--- src/rtl/tile_op_scheduler_if.sv ---
// Handshake bundle between the tile op scheduler and its neighbours:
// the command side from the layer controller, the per-tile issue side to the
// operand buffers / broadcast unit / PE array, writeback strobes and status.
// The slave modport is the scheduler's view; master is the surrounding logic.
interface tile_op_scheduler_if #(
  parameter int CNT_W  = 8,
  parameter int ADDR_W = 12
);
  logic              cmd_valid;
  logic              cmd_ready;
  logic [2:0]        cmd_mode;
  logic [CNT_W-1:0]  cmd_rows;
  logic [CNT_W-1:0]  cmd_cols;
  logic [ADDR_W-1:0] cmd_a_base;
  logic [ADDR_W-1:0] cmd_b_base;
  logic [ADDR_W-1:0] cmd_o_base;
  logic              iss_valid;
  logic              iss_ready;
  logic [2:0]        iss_mode;
  logic [ADDR_W-1:0] iss_a_addr;
  logic [ADDR_W-1:0] iss_b_addr;
  logic              iss_acc_first;
  logic              iss_acc_last;
  logic              wb_valid;
  logic [ADDR_W-1:0] wb_addr;
  logic              busy;
  logic              done;
  logic              err;
  logic [31:0]       perf_stall;
  logic [31:0]       perf_tiles;

  modport slave (
    input  cmd_valid, cmd_mode, cmd_rows, cmd_cols, cmd_a_base, cmd_b_base, cmd_o_base,
    input  iss_ready,
    output cmd_ready, iss_valid, iss_mode, iss_a_addr, iss_b_addr, iss_acc_first, iss_acc_last,
    output wb_valid, wb_addr, busy, done, err, perf_stall, perf_tiles
  );

  modport master (
    output cmd_valid, cmd_mode, cmd_rows, cmd_cols, cmd_a_base, cmd_b_base, cmd_o_base,
    output iss_ready,
    input  cmd_ready, iss_valid, iss_mode, iss_a_addr, iss_b_addr, iss_acc_first, iss_acc_last,
    input  wb_valid, wb_addr, busy, done, err, perf_stall, perf_tiles
  );
endinterface

--- src/rtl/tile_op_scheduler.sv ---
// Tile op scheduler: latches one op descriptor, walks the R x C tile grid
// (column inner, row outer), issues per-tile operand addresses and MAC
// first/last flags, and emits writeback strobes PIPE_LAT cycles after each
// result-producing issue. Optional macro SCHED_PERF_EN adds stall/tile
// performance counters; without it those outputs are tied to zero.
module tile_op_scheduler #(
  parameter int TILE_SIZE = 4,
  parameter int CNT_W     = 8,
  parameter int ADDR_W    = 12,
  parameter int PIPE_LAT  = 3
) (
  input  logic              clk,
  input  logic              rst_n,
  tile_op_scheduler_if.slave sched_if
);

  typedef enum logic [1:0] {S_IDLE, S_ISSUE, S_DRAIN, S_DONE} state_t;

  // Array geometry and pipeline depth must be at least one.
  if (PIPE_LAT < 1 || TILE_SIZE < 1) begin : g_param_err
    $error("tile_op_scheduler: TILE_SIZE and PIPE_LAT must be >= 1");
  end

  state_t            r_state, w_state_next;
  logic [2:0]        r_mode;
  logic [CNT_W-1:0]  r_rows, r_cols, r_r, r_c;
  logic [ADDR_W-1:0] r_a_base, r_b_base, r_o_base, r_lin;
  logic              r_err, r_done;
  logic [PIPE_LAT-1:0] r_pipe_v, r_pipe_last;
  logic [ADDR_W-1:0] r_pipe_addr [PIPE_LAT];

  logic              w_cmd_ready, w_iss_valid, w_cmd_hs, w_iss_hs;
  logic              w_cmd_degenerate, w_c_last, w_r_last, w_pipe_busy;
  logic [ADDR_W-1:0] w_r_ext, w_c_ext, w_a_addr, w_b_addr, w_wb_addr;
  logic              w_acc_first, w_acc_last;

  assign w_cmd_hs         = sched_if.cmd_valid && w_cmd_ready;
  assign w_iss_hs         = w_iss_valid && sched_if.iss_ready;
  assign w_cmd_degenerate = (sched_if.cmd_rows == '0) || (sched_if.cmd_cols == '0) ||
                            (sched_if.cmd_mode == 3'b111);
  assign w_c_last         = (r_c == r_cols - CNT_W'(1));
  assign w_r_last         = (r_r == r_rows - CNT_W'(1));
  assign w_pipe_busy      = |r_pipe_v;
  assign w_r_ext          = ADDR_W'(r_r);
  assign w_c_ext          = ADDR_W'(r_c);

  // State register.
  always_ff @(posedge clk) begin
    if (!rst_n) r_state <= S_IDLE;
    else        r_state <= w_state_next;
  end

  // Next-state and handshake outputs; degenerate ops skip straight to DONE.
  always_comb begin
    w_state_next = r_state;
    w_cmd_ready  = 1'b0;
    w_iss_valid  = 1'b0;
    case (r_state)
      S_IDLE: begin
        w_cmd_ready = 1'b1;
        if (sched_if.cmd_valid) w_state_next = w_cmd_degenerate ? S_DONE : S_ISSUE;
      end
      S_ISSUE: begin
        w_iss_valid = 1'b1;
        if (sched_if.iss_ready && w_r_last && w_c_last) w_state_next = S_DRAIN;
      end
      S_DRAIN: if (!w_pipe_busy) w_state_next = S_DONE;
      S_DONE:  w_state_next = S_IDLE;
      default: w_state_next = S_IDLE;
    endcase
  end

  // Descriptor latch and tile counters; lin tracks r*C+c incrementally.
  always_ff @(posedge clk) begin
    if (!rst_n) begin
      r_mode <= '0; r_rows <= '0; r_cols <= '0;
      r_a_base <= '0; r_b_base <= '0; r_o_base <= '0;
      r_r <= '0; r_c <= '0; r_lin <= '0; r_err <= 1'b0;
    end else if (w_cmd_hs) begin
      r_mode   <= sched_if.cmd_mode;
      r_rows   <= sched_if.cmd_rows;
      r_cols   <= sched_if.cmd_cols;
      r_a_base <= sched_if.cmd_a_base;
      r_b_base <= sched_if.cmd_b_base;
      r_o_base <= sched_if.cmd_o_base;
      r_r <= '0; r_c <= '0; r_lin <= '0;
      r_err    <= (sched_if.cmd_mode == 3'b111);
    end else if (w_iss_hs) begin
      r_lin <= r_lin + ADDR_W'(1);
      if (w_c_last) begin
        r_c <= '0;
        r_r <= r_r + CNT_W'(1);
      end else begin
        r_c <= r_c + CNT_W'(1);
      end
    end
  end

  // Mode-dependent operand/writeback addressing and MAC reduction flags.
  always_comb begin
    w_a_addr    = r_a_base + r_lin;
    w_b_addr    = r_b_base + r_lin;
    w_wb_addr   = r_o_base + r_lin;
    w_acc_first = 1'b1;
    w_acc_last  = 1'b1;
    if (r_mode == 3'b011) w_a_addr = r_a_base + w_r_ext;
    case (r_mode)
      3'b000, 3'b011: w_b_addr = r_b_base + w_c_ext;
      3'b001:         w_b_addr = r_b_base + w_r_ext;
      default:        w_b_addr = r_b_base + r_lin;
    endcase
    if (r_mode == 3'b000) begin
      w_acc_first = (r_c == '0);
      w_acc_last  = w_c_last;
      w_wb_addr   = r_o_base + w_r_ext;
    end
  end

  // Fixed-latency result pipe; the array never stalls once a tile is accepted.
  always_ff @(posedge clk) begin
    if (!rst_n) begin
      r_pipe_v    <= '0;
      r_pipe_last <= '0;
      for (int i = 0; i < PIPE_LAT; i++) r_pipe_addr[i] <= '0;
    end else begin
      r_pipe_v[0]    <= w_iss_hs;
      r_pipe_last[0] <= w_acc_last;
      r_pipe_addr[0] <= w_wb_addr;
      for (int i = 1; i < PIPE_LAT; i++) begin
        r_pipe_v[i]    <= r_pipe_v[i-1];
        r_pipe_last[i] <= r_pipe_last[i-1];
        r_pipe_addr[i] <= r_pipe_addr[i-1];
      end
    end
  end

  // Completion pulse, registered one cycle behind the DONE state.
  always_ff @(posedge clk) begin
    if (!rst_n) r_done <= 1'b0;
    else        r_done <= (r_state == S_DONE);
  end

`ifdef SCHED_PERF_EN
  logic [31:0] r_perf_stall, r_perf_tiles;

  // Saturating stall and issued-tile counters, cleared by reset only.
  always_ff @(posedge clk) begin
    if (!rst_n) begin
      r_perf_stall <= '0;
      r_perf_tiles <= '0;
    end else begin
      if (w_iss_valid && !sched_if.iss_ready && r_perf_stall != '1)
        r_perf_stall <= r_perf_stall + 32'd1;
      if (w_iss_hs && r_perf_tiles != '1)
        r_perf_tiles <= r_perf_tiles + 32'd1;
    end
  end

  assign sched_if.perf_stall = r_perf_stall;
  assign sched_if.perf_tiles = r_perf_tiles;
`else
  assign sched_if.perf_stall = '0;
  assign sched_if.perf_tiles = '0;
`endif

  assign sched_if.cmd_ready     = w_cmd_ready;
  assign sched_if.iss_valid     = w_iss_valid;
  assign sched_if.iss_mode      = w_iss_valid ? r_mode : 3'b000;
  assign sched_if.iss_a_addr    = w_iss_valid ? w_a_addr : '0;
  assign sched_if.iss_b_addr    = w_iss_valid ? w_b_addr : '0;
  assign sched_if.iss_acc_first = w_iss_valid && w_acc_first;
  assign sched_if.iss_acc_last  = w_iss_valid && w_acc_last;
  assign sched_if.wb_valid      = r_pipe_v[PIPE_LAT-1] && r_pipe_last[PIPE_LAT-1];
  assign sched_if.wb_addr       = sched_if.wb_valid ? r_pipe_addr[PIPE_LAT-1] : '0;
  assign sched_if.busy          = (r_state != S_IDLE);
  assign sched_if.done          = r_done;
  assign sched_if.err           = r_err;

endmodule

--- src/flat_wrapper.sv ---
// flat-port wrapper written by rule: the top's interface ports become plain ports
module tile_op_scheduler_flat 
#(
  parameter int TILE_SIZE = 4,
  parameter int CNT_W     = 8,
  parameter int ADDR_W    = 12,
  parameter int PIPE_LAT  = 3
)
  (clk, rst_n, sched_if_cmd_valid, sched_if_cmd_mode, sched_if_cmd_rows, sched_if_cmd_cols, sched_if_cmd_a_base, sched_if_cmd_b_base, sched_if_cmd_o_base, sched_if_iss_ready, sched_if_cmd_ready, sched_if_iss_valid, sched_if_iss_mode, sched_if_iss_a_addr, sched_if_iss_b_addr, sched_if_iss_acc_first, sched_if_iss_acc_last, sched_if_wb_valid, sched_if_wb_addr, sched_if_busy, sched_if_done, sched_if_err, sched_if_perf_stall, sched_if_perf_tiles);
  tile_op_scheduler_if #(.CNT_W(CNT_W), .ADDR_W(ADDR_W)) sched_if_i ();
  input  logic clk;
  input  logic rst_n;
  input wire logic [$bits(sched_if_i.cmd_valid)-1:0] sched_if_cmd_valid;
  input wire logic [$bits(sched_if_i.cmd_mode)-1:0] sched_if_cmd_mode;
  input wire logic [$bits(sched_if_i.cmd_rows)-1:0] sched_if_cmd_rows;
  input wire logic [$bits(sched_if_i.cmd_cols)-1:0] sched_if_cmd_cols;
  input wire logic [$bits(sched_if_i.cmd_a_base)-1:0] sched_if_cmd_a_base;
  input wire logic [$bits(sched_if_i.cmd_b_base)-1:0] sched_if_cmd_b_base;
  input wire logic [$bits(sched_if_i.cmd_o_base)-1:0] sched_if_cmd_o_base;
  input wire logic [$bits(sched_if_i.iss_ready)-1:0] sched_if_iss_ready;
  output wire logic [$bits(sched_if_i.cmd_ready)-1:0] sched_if_cmd_ready;
  output wire logic [$bits(sched_if_i.iss_valid)-1:0] sched_if_iss_valid;
  output wire logic [$bits(sched_if_i.iss_mode)-1:0] sched_if_iss_mode;
  output wire logic [$bits(sched_if_i.iss_a_addr)-1:0] sched_if_iss_a_addr;
  output wire logic [$bits(sched_if_i.iss_b_addr)-1:0] sched_if_iss_b_addr;
  output wire logic [$bits(sched_if_i.iss_acc_first)-1:0] sched_if_iss_acc_first;
  output wire logic [$bits(sched_if_i.iss_acc_last)-1:0] sched_if_iss_acc_last;
  output wire logic [$bits(sched_if_i.wb_valid)-1:0] sched_if_wb_valid;
  output wire logic [$bits(sched_if_i.wb_addr)-1:0] sched_if_wb_addr;
  output wire logic [$bits(sched_if_i.busy)-1:0] sched_if_busy;
  output wire logic [$bits(sched_if_i.done)-1:0] sched_if_done;
  output wire logic [$bits(sched_if_i.err)-1:0] sched_if_err;
  output wire logic [$bits(sched_if_i.perf_stall)-1:0] sched_if_perf_stall;
  output wire logic [$bits(sched_if_i.perf_tiles)-1:0] sched_if_perf_tiles;
  assign sched_if_i.cmd_valid = sched_if_cmd_valid;
  assign sched_if_i.cmd_mode = sched_if_cmd_mode;
  assign sched_if_i.cmd_rows = sched_if_cmd_rows;
  assign sched_if_i.cmd_cols = sched_if_cmd_cols;
  assign sched_if_i.cmd_a_base = sched_if_cmd_a_base;
  assign sched_if_i.cmd_b_base = sched_if_cmd_b_base;
  assign sched_if_i.cmd_o_base = sched_if_cmd_o_base;
  assign sched_if_i.iss_ready = sched_if_iss_ready;
  assign sched_if_cmd_ready = sched_if_i.cmd_ready;
  assign sched_if_iss_valid = sched_if_i.iss_valid;
  assign sched_if_iss_mode = sched_if_i.iss_mode;
  assign sched_if_iss_a_addr = sched_if_i.iss_a_addr;
  assign sched_if_iss_b_addr = sched_if_i.iss_b_addr;
  assign sched_if_iss_acc_first = sched_if_i.iss_acc_first;
  assign sched_if_iss_acc_last = sched_if_i.iss_acc_last;
  assign sched_if_wb_valid = sched_if_i.wb_valid;
  assign sched_if_wb_addr = sched_if_i.wb_addr;
  assign sched_if_busy = sched_if_i.busy;
  assign sched_if_done = sched_if_i.done;
  assign sched_if_err = sched_if_i.err;
  assign sched_if_perf_stall = sched_if_i.perf_stall;
  assign sched_if_perf_tiles = sched_if_i.perf_tiles;
  tile_op_scheduler #(.TILE_SIZE(TILE_SIZE), .CNT_W(CNT_W), .ADDR_W(ADDR_W), .PIPE_LAT(PIPE_LAT)) u_core (.clk(clk), .rst_n(rst_n), .sched_if(sched_if_i));
endmodule
--- config.mk ---
export PLATFORM = sky130hd
export DESIGN_NAME = tile_op_scheduler_flat
export DESIGN_NICKNAME = d
export VERILOG_FILES = /design/src/rtl/tile_op_scheduler_if.sv /design/src/rtl/tile_op_scheduler.sv /design/src/flat_wrapper.sv
export SDC_FILE = /design/constraint.sdc
export NUM_CORES = 1
export LEC_CHECK = 0
export ABC_AREA = 1
export CAP_MARGIN = 40
export CELL_PAD_IN_SITES_DETAIL_PLACEMENT = 1
export CELL_PAD_IN_SITES_GLOBAL_PLACEMENT = 1
export CORE_MARGIN = 2
export CORE_UTILIZATION = 39
export DETAILED_ROUTE_END_ITERATION = 10
export GPL_TIMING_DRIVEN = 0
export PLACE_DENSITY_LB_ADDON = 0.1
export REMOVE_ABC_BUFFERS = 1
export SETUP_SLACK_MARGIN = 0.1
export SYNTH_ARGS = -nofsm -noshare
export SYNTH_HDL_FRONTEND = slang
export SYNTH_SLANG_ARGS = --single-unit
--- constraint.sdc ---
create_clock -name clk -period 7 [get_ports clk]
set_clock_uncertainty 0.15 [all_clocks]
set_input_delay 2.1 -clock clk [delete_from_list [all_inputs] [get_ports clk]]
set_output_delay 2.1 -clock clk [all_outputs]
set_load 0.005 [all_outputs]
# [After elaboration in Yosys (flattened, before gate mapping)]
# Memories as Yosys holds them, arrays and structs flattened.
# Index checks and enable logic that the tools add are counted.
[word_totals] regBits=93 ramBits=36 in_bits=59 n_memories=1
[op_classes] n_addsub=12 eq_ne=11 n_mux=22 n_bitwise=4 reduce_logical=20
[memory_table] memory="u_core.r_pipe_addr" depth=3 width=12 rd=3 rd_ports_with_merged_regs=0 wr=3 line_no="tile_op_scheduler.sv:30" text="logic [ADDR_W-1:0] r_pipe_addr [PIPE_LAT];"
[ops] op="2-to-1 mux 12 bit" n=8
[ops] op="adder 12 x 8 -> 12 bit" n=4
[ops] op="adder 12 bit" n=3
[ops] op="logical NOT 8 bit" n=3
[ops] op="case mux 12 bit (2 select lines)" n=1
[ops] op="adder 8 x 1 -> 8 bit, second input constant" n=2
[ops] op="equality test 8 bit" n=2
[ops] op="subtractor 8 x 1 -> 8 bit, second input constant" n=2
[ops] op="adder 12 x 1 -> 12 bit, second input constant" n=1
[ops] op="2-to-1 mux 2 bit" n=4
[ops] op="2-to-1 mux 8 bit" n=1
[ops] op="case mux 2 bit (4 select lines)" n=1
[ops] op="logical AND 1 bit" n=7
[ops] op="2-to-1 mux 1 bit" n=6
[ops] op="equality test 2 bit, second input constant" n=2
[ops] op="!= test 2 bit, second input constant" n=2
[ops] op="OR reduction 2 bit" n=2
[ops] op="equality test 3 x 1 -> 1 bit, second input constant" n=1
[ops] op="equality test 3 x 2 -> 1 bit, second input constant" n=1
[ops] op="equality test 3 bit, second input constant" n=1
[ops] op="logical NOT 3 bit" n=1
[ops] op="2-to-1 mux 3 bit" n=1
[ops] op="bitwise OR 1 bit" n=3
[ops] op="AND reduction 3 bit" n=1
[ops] op="other kinds (8)" n=9

# [Longest topological paths before layout]
# Gate-level depths: netlist of the first run.
[depth] ltp_word=6 depth_mapped=17 depth_no_buf=16

# [Least setup slack after synthesis of the first run]
# OpenSTA, ideal clock, no wires.
[synth_timing] path_type="reg-to-output" from="register u_core.r_mode[2]" to="output sched_if_iss_b_addr[9]" arrival_time_ns=2.573 required_ns=4.750 slack_ns=2.177 path_stages_with_launch=17 path_buffers=1 cell_sequence="dfxtp_1 -> nor2_1 -> nand2_1 -> nand2_2 -> nor2_1 -> inv_1 -> buf_2 -> nor2_1 -> a31oi_1 -> ha_1 -> a21oi_1 -> nand2_1 -> a31oi_1 -> o21ai_0 -> a21oi_1 -> o21ai_0 -> nor2_1"
[synth_between] elab_chain_len=4
[synth_lines] element="from (decl)" line_no="tile_op_scheduler.sv:25" text="logic [2:0] r_mode;"
[synth_lines] element="from (signal assigned)" line_no="tile_op_scheduler.sv:80" text="r_mode <= sched_if.cmd_mode;"
[synth_lines] element="equality test 3 x 2 -> 1 bit / logical NOT 3 bit (equally long branches)" line_no="tile_op_scheduler.sv:107" text="case (r_mode)"
[synth_lines] element="OR reduction 2 bit" line_no="tile_op_scheduler.sv:107"
[synth_lines] element="case mux 12 bit (2 select lines) (*)" line_no="tile_op_scheduler.sv:107"
[synth_lines] element="2-to-1 mux 12 bit (*)" line_no="tile_op_scheduler.sv:170" text="assign sched_if.iss_b_addr = w_iss_valid ? w_b_addr : '0;"
[synth_lines] element="to (decl)" line_no="flat_wrapper.sv:25" text="output wire logic [$bits(sched_if_i.iss_b_addr)-1:0] sched_if_iss_b_addr;"
# Mark *: on every way between the ends. The rest lies on a longest branch, timed or not.

# [Worst setup path after layout of the first run]
[layout_timing] from="register u_core.r_mode[1]" to="output sched_if_iss_b_addr[9]"
# Same word-level chain as after synthesis.

==> results of run 1 <==
-- registers in the layout, indices dropped and copies added (netlist names) --
name                  cells
u_core.r_a_base          12
u_core.r_b_base          12
u_core.r_c                8
u_core.r_cols             8
u_core.r_lin             12
u_core.r_mode             3
u_core.r_o_base          12
u_core.r_pipe_addr       36
u_core.r_pipe_last        3
u_core.r_pipe_v           3
u_core.r_r                8
u_core.r_rows             8
u_core.r_state            2
u_core.sched_if.done      1
u_core.sched_if.err       1
-- final cells by class --
class	count	share of cell area
clock buffers	17	0.0455
clock inverters	14	0.0166
inverters	148	0.0596
multi-input cells	811	0.444
flip-flops and latches	129	0.276
well taps	265	0.0355
repair buffers	110	0.122
-- kinds of logic (layout without fill, tap and decap cells) --
family | after synthesis | count (layout) | synth area share
AND/OR/NAND/NOR | 437 | 437 | 0.238
flip-flops | 129 | 129 | 0.336
adder cells (fa/ha/maj) | 46 | 46 | 0.0779
XOR/XNOR | 18 | 18 | 0.0205
AO/OA/AOI/OAI | 246 | 246 | 0.171
buffers and inverters | 248 | 289 | 0.155
other | 1 | 64 | 0.000488
-- synthesized netlist by cell type (all sizes together) (8+ instances only) --
cell	instances
a21oi	91
a31oi	8
buf	70
clkbuf	30
dfxtp	129
ha	43
inv	146
nand2	200
nand3	43
nand4	13
nor2	156
nor3	10
nor4	9
o21ai	121
xor2	13
-- power groups by stage --
stage / logic [mW] / registers (mW) / clock network, mW
after CTS: 0.948 / 0.942 / 0.897
after global placement: 0.890 / 0.950 / 0
after floorplan: 0.600 / 0.927 / 0
final: 0.942 / 0.942 / 0.880
after detailed placement: 0.938 / 0.956 / 0
after global routing: 1.09 / 0.958 / 0.934
-- per-layer routing --
metal  vias to the layer above  share of wire  GRT usage
met3                        28          0.034     0.0354
met5                         -              0          0
li1                       3686              -          -
met2                       148           0.47      0.358
met4                         0          0.016     0.0623
met1                      3342           0.48      0.283
-- final timing paths --
kind                              from                        end
max                   u_core.r_mode[1]     sched_if_iss_b_addr[9]
min          u_core.r_pipe_addr[0][23]  u_core.r_pipe_addr[0][35]
max reg2reg          u_core.r_state[0]              u_core.r_r[5]
min reg2reg  u_core.r_pipe_addr[0][23]  u_core.r_pipe_addr[0][35]
-- timing repair --
item	in CTS	in global routing
setup endpoints to repair	0	7
resized for setup	0	4
endpoints found under the hold margin	0	0
-- metrics by stage --
step           worst slack (ns)  instances   util
2_1_floorplan              1.92       1088      -
3_3_place_gp             -0.816       1458  0.447
3_5_place_dp              0.619       1463  0.451
4_1_cts                   0.142       1494  0.481
5_1_grt                   0.214       1494  0.482
6_report                  0.564       1494  0.482
-- critical path, cell delays in order (launching register included) --
cell	delay (ns)
dfxtp_1	0.36
nor2_2	0.25
nand2_2	0.27
nand2_2	0.25
nor2_1	0.10
inv_2	0.20
nor2_1	0.06
a31oi_1	0.24
ha_1	0.35
a21oi_1	0.15
nand2_1	0.13
a31oi_1	0.24
o21ai_0	0.18
a21oi_1	0.21
o21ai_0	0.11
nor2_1	0.13
clkdlybuf4s50_1	0.52
-- layout by cell type, fill, tap and decap left out, types with 7 or more instances in the layout --
cell	n
a21oi_1	91
a31oi_1	8
clkbuf_16	17
clkdlybuf4s50_1	104
conb_1	64
dfxtp_1	129
ha_1	43
inv_1	139
inv_2	7
nand2_1	193
nand2_2	7
nand3_1	41
nand4_1	13
nor2_1	150
nor3_1	10
nor4_1	8
o21a_1	7
o21ai_0	118
xor2_1	13
==> impl_metrics.toml, run 1 <==
[worst_setup_path]
rrSetupSlack_ns = 3.50
critical_path_peak_fanout = 19
critical_path_required_ns = 4.75
crit_arrival_ns = 4.19
worstSetupPathType = "flip-flop to output pin"
reg2reg_depth = 9
crit_path_end_kind = "output pin"
cp-start-kind = "flip-flop"

[pwr]
power.switching_mw = 1.02
switching_share = 0.370
ir_drop_mv = 0.188
powerDensity_nw_per_um2 = 296
p_leak_nw = 4.26
pwr-share-seq = 0.341
finalPower_mw = 2.76
pwr-share-comb = 0.341
p_int_mw = 1.74
clockPowerShare = 0.318

[timing]
post-route-period-util = 0.919
timing.hold.ws_ns = 0.261
final-hold-violation-count = 0
rsz0062_at_grt = "false"
slew_headroom = 0.517
setup_viol = 0
worstMarginPinSlew_ns = 0.722
min_period_ns = 6.44
setup_tns_ns = 0
max_freq_mhz = 155
slew_viol_final = 0

[synthesis]
synth_warnings = 0
syn_avg_cell_area_um2 = 6.82
synth-seq-area-share = 0.336
mappedNetlistArea_um2 = 7680
ys_types = 43
synth_edf_count = 0
ys_seq_elements = 129
yosys.area.top_type_share = 0.336
synth_area_leaders = "dfxtp_1 (34%), nand2_1 (9.5%), o21ai_0 (7.7%)"
syn_inst = 1125
synth-async-reset-ratio = 0
yosys.area.top_type = "dfxtp_1"
synth_ff_type = "dfxtp_1"

[cts]
clkTransAtPathRegs_ns = 0.06
post-cts-setup-buffers = 0
cts_sinks = 129
numCtsBuffers = 17
htreeDepth = 4
insertion_delay_ns = 0.42
clockRootBuffer = "clkbuf_16"
cts_hold_buf = 0
cts_tree = "built"
cts_buffer_depth = 2

[grt]
track_usage = 0.213
gr-total-overflow = 0
antenna_found_initial = 0
grt_pass1_wl_mm = 35.1
grt_max_degree = 57
grt_pass1_vias = 7122

[floorplanning]
die_area_um2 = 20800
core-area_um2 = 19400
start_util = 0.396
num_rows = 51
ios = 170
die_x_um = 144
die_y_um = 144

[job]
drv_cap = 0

[hold_path]
min_path_type = "flip-flop to flip-flop"
hold_depth = 2

[place]
place_area_um2 = 8750
hpwl_mm = 16.5
port_buffers = 105
gp_congestion = 0.854

[detailed_routing]
route.detailed.drc = 0
num_vias = 7204
ant_nets = 0
avgRoutedWirePerCell_um = 14.4
drt_iter0_markers = 246
viasPerCell = 4.82
totalWireLength_mm = 21.6
dr.pass1.iters = 4

[layout]
final_cell_area_um2 = 9340
syn_to_final_growth_pct = 21.7
multi_input_area_um2 = 4150
fillCellCount = 2559
nNetsFinal = 1322
diodes = 0
seq_area_um2 = 2580
drive_gt1_frac = 0.0545

[run_status]
status = "finished clean"
(Power assumes the default switching activity.)
==> inputs of run 2 (changes only) <==
--- a/config.mk
+++ b/config.mk
@@ -16,6 +16,7 @@
 export PLACE_DENSITY_LB_ADDON = 0.1
 export REMOVE_ABC_BUFFERS = 1
 export SETUP_SLACK_MARGIN = 0.1
+export SLEW_MARGIN = 10
 export SYNTH_ARGS = -nofsm -noshare
 export SYNTH_HDL_FRONTEND = slang
 export SYNTH_SLANG_ARGS = --single-unit
==> run 2 against run 1 <==
Net effect:
- total power rose by 2.3%
- sequential power about the same
- register-to-register slack better by 0.08 ns
- count of clock-buffer cells in the layout rose by 1
- critical path depth is the same
- via count about the same
- critical path type unchanged
- critical endpoint unchanged
==> impl_metrics.toml, run 2 (synthesized netlist as in run 1, its figures left out) <==
[run_status]
status = "finished clean"

[cts]
insertion_delay_ns = 0.43
cts_sinks = 129
clockRootBuffer = "clkbuf_16"
post-cts-setup-buffers = 0
cts_resized = 0
htreeDepth = 4
numCtsBuffers = 17
cts_hold_buf = 0
clkTransAtPathRegs_ns = 0.06
cts_buffer_depth = 2
cts_tree = "built"

[pwr]
switching_share = 0.361
clockPowerShare = 0.339
ir_drop_mv = 0.189
pwr-share-seq = 0.332
p_int_mw = 1.81
pwr-share-comb = 0.328
power.switching_mw = 1.02
p_leak_nw = 4.27
powerDensity_nw_per_um2 = 302

[floorplanning]
num_rows = 51
ios = 170
core-area_um2 = 19400
die_x_um = 144
start_util = 0.396
die_area_um2 = 20800
die_y_um = 144

[layout]
syn_to_final_growth_pct = 22.0
largest_reg_flops = 36
layout_commonest_cell = "nand2_1"
fillCellCount = 2556
layout_common_cells = "nand2_1 (193), nor2_1 (150), inv_1 (138)"
diodes = 0
top_register = "u_core.r_pipe_addr"
nNetsFinal = 1321
drive_gt1_frac = 0.0545
final-instance-count-excl-fill = 1494
fin_util = 0.483

[timing]
post-route-period-util = 0.913
slew_headroom = 0.494
final-hold-violation-count = 0
setup_ws_ns = 0.610
slew_viol_final = 0
max_freq_mhz = 156
timing.hold.ws_ns = 0.263
setup_viol = 0
worstMarginPinSlew_ns = 0.759
rsz0062_at_grt = "false"
min_period_ns = 6.39

[worst_setup_path]
crit_arrival_ns = 4.14
r2r_start = "u_core.r_state[0]"
cp-start-kind = "flip-flop"
crit_path_end_kind = "output pin"
critical_path_peak_fanout = 19
worstSetupPathType = "flip-flop to output pin"
cp-startpoint = "u_core.r_mode[1]"
critical_path_required_ns = 4.75

[place]
port_buffers = 105
pre_cts_slack_ns = 0.638
gp_congestion = 0.854
hpwl_mm = 16.3
numPlacedInstances = 1462

[grt]
track_usage = 0.214
grt_pass1_wl_mm = 35.0
grt_max_degree = 57
gr-total-overflow = 0
antenna_found_initial = 0
grt_pass1_vias = 7224

[detailed_routing]
ant_nets = 0
num_vias = 7211
viasPerCell = 4.83
dr.pass1.iters = 4
drt_iter0_markers = 310
totalWireLength_mm = 21.2
avgRoutedWirePerCell_um = 14.2
route.detailed.drc = 0

[hold_path]
min_path_type = "flip-flop to flip-flop"
hold_start = "u_core.r_pipe_addr[0][14]"

[job]
drv_cap = 0
-- run 2: cell count changes in the layout (fill, tap and decap cells not counted), sizes merged --
cell and change:
buf -1, clkinv -2, bufinv +2, clkbuf +1
-- run 2: layer usage --
metal | global-route usage | wire length [um] | share of wire | up-vias
li1 | - | - | - | 3692
met1 | 0.282 | 10300 | 0.49 | 3333
met2 | 0.350 | 9720 | 0.46 | 159
met3 | 0.0411 | 801 | 0.038 | 27
met4 | 0.0720 | 386 | 0.018 | 0
met5 | 0 | 0 | 0 | -
-- run 2: through the flow --
step | setup TNS (ns) | total power, mW | area, um2
3_5_place_dp | 0 | 1.88 | 8720
5_1_grt | 0 | 3.03 | 9370
6_report | 0 | 2.83 | 9370
4_1_cts | 0 | 2.85 | 9360
2_1_floorplan | 0 | 1.53 | 7280
3_3_place_gp | -13.76 | 1.84 | 8660
-- run 2: power by group through the flow --
stage	Clock, mW	Sequential, mW	Combinational [mW]
after global placement	0	0.950	0.890
final	0.960	0.940	0.927
after global routing	1.01	0.957	1.07
after detailed placement	0	0.955	0.927
after CTS	0.978	0.940	0.937
after floorplan	0	0.927	0.600
-- run 2: critical path: stages, from the launching register on --
cell,delay [ns]
dfxtp_1,0.35
nor2_2,0.23
nand2_2,0.27
nand2_2,0.24
nor2_1,0.09
inv_2,0.20
nor2_1,0.07
a31oi_1,0.26
ha_1,0.35
a21oi_1,0.15
nand2_1,0.12
a31oi_1,0.23
o21ai_0,0.18
a21oi_1,0.21
o21ai_0,0.10
nor2_1,0.13
clkdlybuf4s50_1,0.52
-- run 2: final cells by class --
cell class                 instances  area, um2  share of cell area
clock inverter                    14        201              0.0215
inverter                         148        557              0.0595
sequential                       129       2580               0.276
multi-input combinational        811       4150               0.443
tap                              265        332              0.0354
timing repair buffer             109       1110               0.119
clock buffer                      18        429              0.0458
-- run 2: path summary, 6_finish.rpt --
path | cells past startpoint | slack [ns] | endpoint
worst min register to register | 2 | 0.26 | u_core.r_pipe_addr[0][26]
worst min-delay path | 2 | 0.26 | u_core.r_pipe_addr[0][26]
worst max-delay path | 16 | 0.61 | sched_if_iss_b_addr[9]
worst max register to register | 9 | 3.58 | u_core.r_r[5]
==> inputs of run 3 (changes only) <==
--- a/config.mk
+++ b/config.mk
@@ -9,8 +9,10 @@
 export CAP_MARGIN = 40
 export CELL_PAD_IN_SITES_DETAIL_PLACEMENT = 1
 export CELL_PAD_IN_SITES_GLOBAL_PLACEMENT = 1
+export CORE_ASPECT_RATIO = 1.1
 export CORE_MARGIN = 2
 export CORE_UTILIZATION = 39
+export CTS_CLUSTER_SIZE = 14
 export DETAILED_ROUTE_END_ITERATION = 10
 export GPL_TIMING_DRIVEN = 0
 export PLACE_DENSITY_LB_ADDON = 0.1
==> run 3 against run 2 <==
Net effect:
- hold slack lost 0.0019 ns
- clock power fell by 11%
- maximum frequency is 0.24% higher
- via count is 0.19% lower
- register-to-register slack improved by 0.03 ns
- critical path type unchanged
==> impl_metrics.toml, run 3 (synthesized netlist as in run 1, its figures left out) <==
[run_status]
status = "finished clean"

[grt]
track_usage = 0.209
grt_pass1_wl_mm = 34.2
grt_pass1_vias = 7062
antenna_found_initial = 0
grt_max_degree = 79
gr-total-overflow = 0

[layout]
drive_gt1_frac = 0.0538
syn_to_final_growth_pct = 20.6
layout_common_cells = "nand2_1 (193), nor2_1 (150), inv_1 (138)"
final-instance-count-excl-fill = 1474
top_register = "u_core.r_pipe_addr"
diodes = 0
nNetsFinal = 1320
layout_commonest_cell = "nand2_1"
largest_reg_flops = 36

[timing]
setup_viol = 0
setup_tns_ns = 0
final-hold-violation-count = 0
post-route-period-util = 0.911
timing.hold.ws_ns = 0.261
worstMarginPinSlew_ns = 0.779
slew_viol_final = 0
min_period_ns = 6.37
rsz0062_at_grt = "false"
max_freq_mhz = 157
slew_headroom = 0.480

[place]
gp_congestion = 0.846
hpwl_mm = 15.8
numPlacedInstances = 1443
port_buffers = 105

[detailed_routing]
totalWireLength_mm = 21.2
drt_iter0_markers = 365
route.detailed.drc = 0
num_vias = 7197
ant_nets = 0
avgRoutedWirePerCell_um = 14.4
viasPerCell = 4.88
dr.pass1.iters = 5

[floorplanning]
die_area_um2 = 20800
ios = 170
num_rows = 53
core-area_um2 = 19200
start_util = 0.399
die_y_um = 151
die_x_um = 138

[cts]
cts_buffer_depth = 2
insertion_delay_ns = 0.42
numCtsBuffers = 17
cts_hold_buf = 0
htreeDepth = 4
cts_tree = "built"
post-cts-setup-buffers = 0
cts_sinks = 129
clockRootBuffer = "clkbuf_16"
cts_resized = 0
clkTransAtPathRegs_ns = 0.06

[pwr]
ir_drop_mv = 0.221
power.switching_mw = 1.01
pwr-share-comb = 0.339
clockPowerShare = 0.314
pwr-share-seq = 0.347
p_int_mw = 1.69
powerDensity_nw_per_um2 = 292
switching_share = 0.375
p_leak_nw = 4.23

[worst_setup_path]
crit_path_frequent_cell = "nor2_1"
critical_path_required_ns = 4.75
crit_path_end_kind = "output pin"
crit_path_max_incr_delay_ns = 0.51
crit_chain = "nor2_2 -> nand2_2 -> nand2_2 -> nor2_1 -> inv_2 -> nor2_1 -> a31oi_1 -> ha_1 -> a21oi_1 -> nand2_1 -> a31oi_1 -> o21ai_0 -> a21oi_1 -> o21ai_0 -> nor2_1 -> clkdlybuf4s50_1"
worst-path-buf-inv = 2
worstSetupPathType = "flip-flop to output pin"
crit_arrival_ns = 4.12
slowest_stage = "clkdlybuf4s50_1"
crit_family = "simple AND/OR/NAND/NOR gates"
critical_path_peak_fanout = 19
cp-start-kind = "flip-flop"

[job]
drv_cap = 0

[hold_path]
min_path_type = "flip-flop to flip-flop"
## run 3: cell types whose count changed in the layout (fill, tap and decap cells not counted), sizes merged
cell and delta:
clkinvlp +2, inv +1, clkbuf -1, buf -1, bufinv -3
## run 3: per-layer routing
metal  routed length (um)  global-route usage  up-vias
met2                10100               0.363      179
met1                 9840               0.267     3316
met5                    0                   0        -
met3                  986              0.0328       19
li1                     -                   -     3683
met4                  281              0.0592        0
## run 3: per-stage QoR
step	cell area [um2]	util	power [mW]	worst slack, ns
3_5_place_dp	8690	0.452	1.87	0.627
3_3_place_gp	8640	0.449	1.84	-0.938
5_1_grt	9260	0.482	2.91	0.226
6_report	9260	0.482	2.71	0.626
2_1_floorplan	7280	-	1.53	1.92
4_1_cts	9250	0.481	2.73	0.154
## run 3: worst min-delay path, stage by stage, from the launching register on
cell and delay [ns]:
dfxtp_1 0.30, nand2_1 0.04, inv_1 0.04
## run 3: power groups by stage
stage | combinational [mW] | clock, mW | sequential, mW
finish | 0.918 | 0.850 | 0.938
global route | 1.06 | 0.899 | 0.955
CTS | 0.925 | 0.865 | 0.938
floorplan | 0.600 | 0 | 0.927
global placement | 0.892 | 0 | 0.949
detailed placement | 0.917 | 0 | 0.953
## run 3: final timing paths
| kind | slack, ns | start | endpoint | cells after the start |
|---|---|---|---|---|
| setup / recovery | 0.63 | u_core.r_mode[1] | sched_if_iss_b_addr[9] | 16 |
| hold / removal | 0.26 | u_core.r_pipe_addr[0][18] | u_core.r_pipe_addr[0][30] | 2 |
| setup reg to reg | 3.61 | u_core.r_state[0] | u_core.r_r[5] | 9 |
| hold reg to reg | 0.26 | u_core.r_pipe_addr[0][18] | u_core.r_pipe_addr[0][30] | 2 |
## run 3: area by class of cell
cell class              count  area, um2
fillers                  2526       9970
multi-input cells         811       4160
flip-flops and latches    129       2580
repair buffers            108       1100
inverters                 148        557
clock buffers              17        425
well taps                 247        309
clock inverters            14        131
==> patch 1, RTL diff (settings of run 1) <==
`ADDR_W` is set to 12 in 3 places; all go to 13.
--- a/src/rtl/tile_op_scheduler_if.sv
+++ b/src/rtl/tile_op_scheduler_if.sv
@@ -4,7 +4,7 @@
 // The slave modport is the scheduler's view; master is the surrounding logic.
 interface tile_op_scheduler_if #(
   parameter int CNT_W  = 8,
-  parameter int ADDR_W = 12
+  parameter int ADDR_W = 13
 );
   logic              cmd_valid;
   logic              cmd_ready;
--- a/src/rtl/tile_op_scheduler.sv
+++ b/src/rtl/tile_op_scheduler.sv
@@ -6,7 +6,7 @@
 module tile_op_scheduler #(
   parameter int TILE_SIZE = 4,
   parameter int CNT_W     = 8,
-  parameter int ADDR_W    = 12,
+  parameter int ADDR_W    = 13,
   parameter int PIPE_LAT  = 3
 ) (
   input  logic              clk,
--- a/src/flat_wrapper.sv
+++ b/src/flat_wrapper.sv
@@ -3,7 +3,7 @@
 #(
   parameter int TILE_SIZE = 4,
   parameter int CNT_W     = 8,
-  parameter int ADDR_W    = 12,
+  parameter int ADDR_W    = 13,
   parameter int PIPE_LAT  = 3
 )
   (clk, rst_n, sched_if_cmd_valid, sched_if_cmd_mode, sched_if_cmd_rows, sched_if_cmd_cols, sched_if_cmd_a_base, sched_if_cmd_b_base, sched_if_cmd_o_base, sched_if_iss_ready, sched_if_cmd_ready, sched_if_iss_valid, sched_if_iss_mode, sched_if_iss_a_addr, sched_if_iss_b_addr, sched_if_iss_acc_first, sched_if_iss_acc_last, sched_if_wb_valid, sched_if_wb_addr, sched_if_busy, sched_if_done, sched_if_err, sched_if_perf_stall, sched_if_perf_tiles);
Interface: changed (6 resized); port bits go from 170 to 176. The function was not compared with the original's and may differ.
==> patch 1 against run 1 <==
  * First-iteration DRC count rose by 35%
  * Routed wire length up 5.5%
  * Combinational power is 14% higher
  * Area after synthesis up 4.8%
  * Final area is 4.3% higher
  * Critical path type unchanged
  * Sequential power rose by 4.6%
  * Power rose by 5.3%
  * Largest cell class unchanged
  * Largest power group is now combinational logic
  * Count of clock-buffer cells in the layout is 1 higher
  * Via count grew 5.4%
  * Sequential cell count rose by 7
  * Setup slack got worse by 0.028 ns
==> patch 1: results (changes against run 1) <==
[finish]
largest_register_ffs = 39  ; +8.3%
fillCellCount = 2667  ; +4.2%
final_cell_count_no_fill = 1567  ; +4.9%
fin_nets = 1396  ; +5.6%
postLayoutCellArea_sq_um = 9740  ; +4.3%
drive_above_1_share_pct = 4.86  ; -0.59 points

[grt]
use_met3_pct = 3.86  ; +0.31 points
grt_start_max_net_pins = 64  ; +12%
grt_use_total_pct = 21.1  ; -0.23 points
grt_pass1_vias = 7412  ; +4.1%
grtUsageMet2_pct = 35.0  ; -0.72 points

[yosys]
synth_common_cells = nand2_1 (200), nor2_1 (187), inv_1 (146)
synthTopCellsByArea = dfxtp_1 (34%), nand2_1 (9.3%), nor2_1 (8.7%)
synthCells = 1187  ; +5.5%

[pwr]
p_leak_nw = 4.44  ; +4.2%
p_int_mw = 1.77  ; +1.7%
peakVddDrop_uv = 199  ; +6.0%

[critical_path]
r2r_slack_ns = 3.10  ; -0.40 ns
startpoint = u_core.r_mode[2]
r2r-end = u_core.r_lin[12]
reg2reg_depth = 10  ; +1
crit_fanout = 10  ; -9
cp_data_arrival_time_ns = 4.21  ; +0.02 ns
crit_path_end = sched_if_iss_b_addr[8]

[placed_design]
hpwl_um = 16900  ; +2.4%
place_ws_ns = 0.575  ; -0.0441 ns
place_inst = 1534  ; +4.9%
gp_congestion = 0.824  ; -3.4%
placed_area_sq_um = 9180  ; +4.8%

[sta]
max_freq_mhz = 155  ; -0.43%
slew_headroom_pct = 51.0  ; -0.68 points

[outcome]
outcome = finished clean

[worst_hold_path]
hold-path-endpoint = u_core.r_pipe_addr[0][34]

[detailed_routing]
vias = 7595  ; +5.4%
drt_first_iter_violations = 333  ; +35%
avgRoutedWirePerCell_um = 14.5  ; +0.55%

[cts]
cts_resized = 1  ; +1

## patch 1: kinds of logic after synthesis
group,count (synthesis),synth area share (%)
flip-flops,136,33.8
AO/OA/AOI/OAI,245,16.1
XOR/XNOR,23,2.50
other,1,0.0466
buffers and inverters,255,15.1
AND/OR/NAND/NOR,477,24.3
adder cells (fa/ha/maj),50,8.05
## patch 1: per-layer routing
metal  part of all wire [%]  wire length [um]
met3                    4.3               981
met5                      0                 0
met4                    1.3               295
met2                     47             10700
met1                     47             10700
## patch 1: power groups by stage
stage          clock, mW  sequential (mW)  combinational, mW
2_1_floorplan          0            0.973              0.673
3_3_place_gp           0            0.996               1.00
3_5_place_dp           0             1.00               1.05
4_1_cts            0.876            0.985               1.06
5_1_grt            0.910            0.999               1.21
6_report           0.860            0.985               1.07
## patch 1: layout make-up
type,instances,share of cell area [%]
timing repair inverter,1,0.0771
clock inverter,14,1.14
clock buffer,18,4.51
tap,270,3.47
multi-input combinational,859,44.7
sequential,136,27.9
inverter,152,5.92
timing repair buffer,117,12.3
==> patch 2, RTL diff (flow settings as in run 1) <==
Without the edit above. Encoding of `state_t`: now one-hot (4 bits for 4 states).
--- a/src/rtl/tile_op_scheduler.sv
+++ b/src/rtl/tile_op_scheduler.sv
@@ -14,7 +14,7 @@
   tile_op_scheduler_if.slave sched_if
 );
 
-  typedef enum logic [1:0] {S_IDLE, S_ISSUE, S_DRAIN, S_DONE} state_t;
+  typedef enum logic [3:0] {S_IDLE = 4'b0001, S_ISSUE = 4'b0010, S_DRAIN = 4'b0100, S_DONE = 4'b1000} state_t;
 
   // Array geometry and pipeline depth must be at least one.
   if (PIPE_LAT < 1 || TILE_SIZE < 1) begin : g_param_err
Formal check against the unedited RTL: same outputs for any inputs over 4 cycles, from zero or initial values and one cycle with rst_n low; so few cycles prove little.
==> patch 2 against run 1 <==
  * Power shrank 17%
  * Synthesized cell count shrank 0.18%
  * Routed wire length grew 5.1%
  * Setup slack lost 0.12 ns
  * Register-to-register slack lost 0.09 ns
  * Die area grew 1.5%
  * Final area grew 0.70%
  * Area after synthesis grew 1.5%
  * Sequential cell count grew 2
  * Critical endpoint unchanged
==> patch 2: results (changes against run 1) <==
[detailed_routing]
route.detailed.drc = 0  ; unchanged
drt_first_iter_violations = 291  ; +18%
wl_met3_um = 864  ; +18%
dr_wl_met2_um = 10700  ; +6.6%
met1Wirelength_um = 10700  ; +2.8%
detail_route.vias_per_cell = 4.91  ; +1.8%
avgRoutedWirePerCell_um = 15.2  ; +5.6%

[sta]
min_period_ns = 6.55  ; +0.118 ns
hold_ws_ns = 0.258  ; -0.00294 ns
worstMarginPinSlew_ns = 0.832  ; +0.110 ns

[pwr]
peakVddDrop_uv = 171  ; -8.9%
power_switching_mw = 0.787  ; -23%
p_leak_nw = 4.07  ; -4.5%

[critical_path]
crit_fanout = 16  ; -3
reg2reg_depth = 10  ; +1
r2r_slack_ns = 3.41  ; -0.09 ns
r2r-end = u_core.r_c[4]
startpoint = u_core.r_mode[0]
cp_slowest_stage_delay_ns = 0.48  ; -0.04 ns
reg2reg_from = u_core.r_state[2]

[yosys]
ys_types = 42  ; -2.3%
synth_compound_area_share_pct = 15.9  ; -1.2 points
synthAdderAreaFrac_pct = 7.03  ; -0.76 points
synth_common_cells = nand2_1 (210), a21oi_1 (134), dfxtp_1 (131)
ys_seq_area_share_pct = 33.6  ; about the same

[grt]
grtUsageMet2_pct = 36.3  ; +0.56 points
grt_first_pass_wirelength_um = 36900  ; +5.0%
grt_start_max_net_pins = 79  ; +39%
grt_pass1_vias = 7371  ; +3.5%
use_met3_pct = 3.48  ; -0.063 points
met1_usage_pct = 27.9  ; -0.40 points

[worst_hold_path]
worstHoldStart = u_core.r_pipe_addr[0][8]
hold-path-endpoint = u_core.r_pipe_addr[0][20]
hp-class = reg2reg

[placed_design]
place_ws_ns = 0.609  ; -0.0104 ns
place_inst = 1452  ; -0.75%
gp_congestion = 0.882  ; +3.4%

[finish]
fillCellCount = 2541  ; -0.70%
final_cell_count_no_fill = 1488  ; -0.40%
drive_above_1_share_pct = 5.56  ; +0.11 points

[outcome]
outcome = finished clean

-- patch 2: cell count changes in the layout (fill, tap and decap cells not counted), moves of 4 or more --
cell and change:
a31oi_1 -4, inv_8 +6, a21oi_1 +43, ha_1 -4, o21ai_0 -47, inv_1 -10
nand3_1 +41, nor2_1 -64, xor2_1 +14, nand2_1 +16, o21a_1 -5, nor3_1 +5
-- patch 2: power groups by stage --
stage | logic (mW) | registers (mW) | clock network [mW]
6_report | 0.547 | 0.839 | 0.896
5_1_grt | 0.620 | 0.846 | 0.941
4_1_cts | 0.549 | 0.840 | 0.911
3_5_place_dp | 0.541 | 0.855 | 0
3_3_place_gp | 0.526 | 0.854 | 0
2_1_floorplan | 0.351 | 0.844 | 0
-- patch 2: cell type report --
type	instances	area, sq um	share of cell area [%]
inverter	138	524	5.57
timing repair buffer	111	1110	11.8
sequential	131	2620	27.9
tap	265	332	3.52
clock buffer	17	425	4.52
clock inverter	15	160	1.70
multi-input combinational	811	4240	45.0
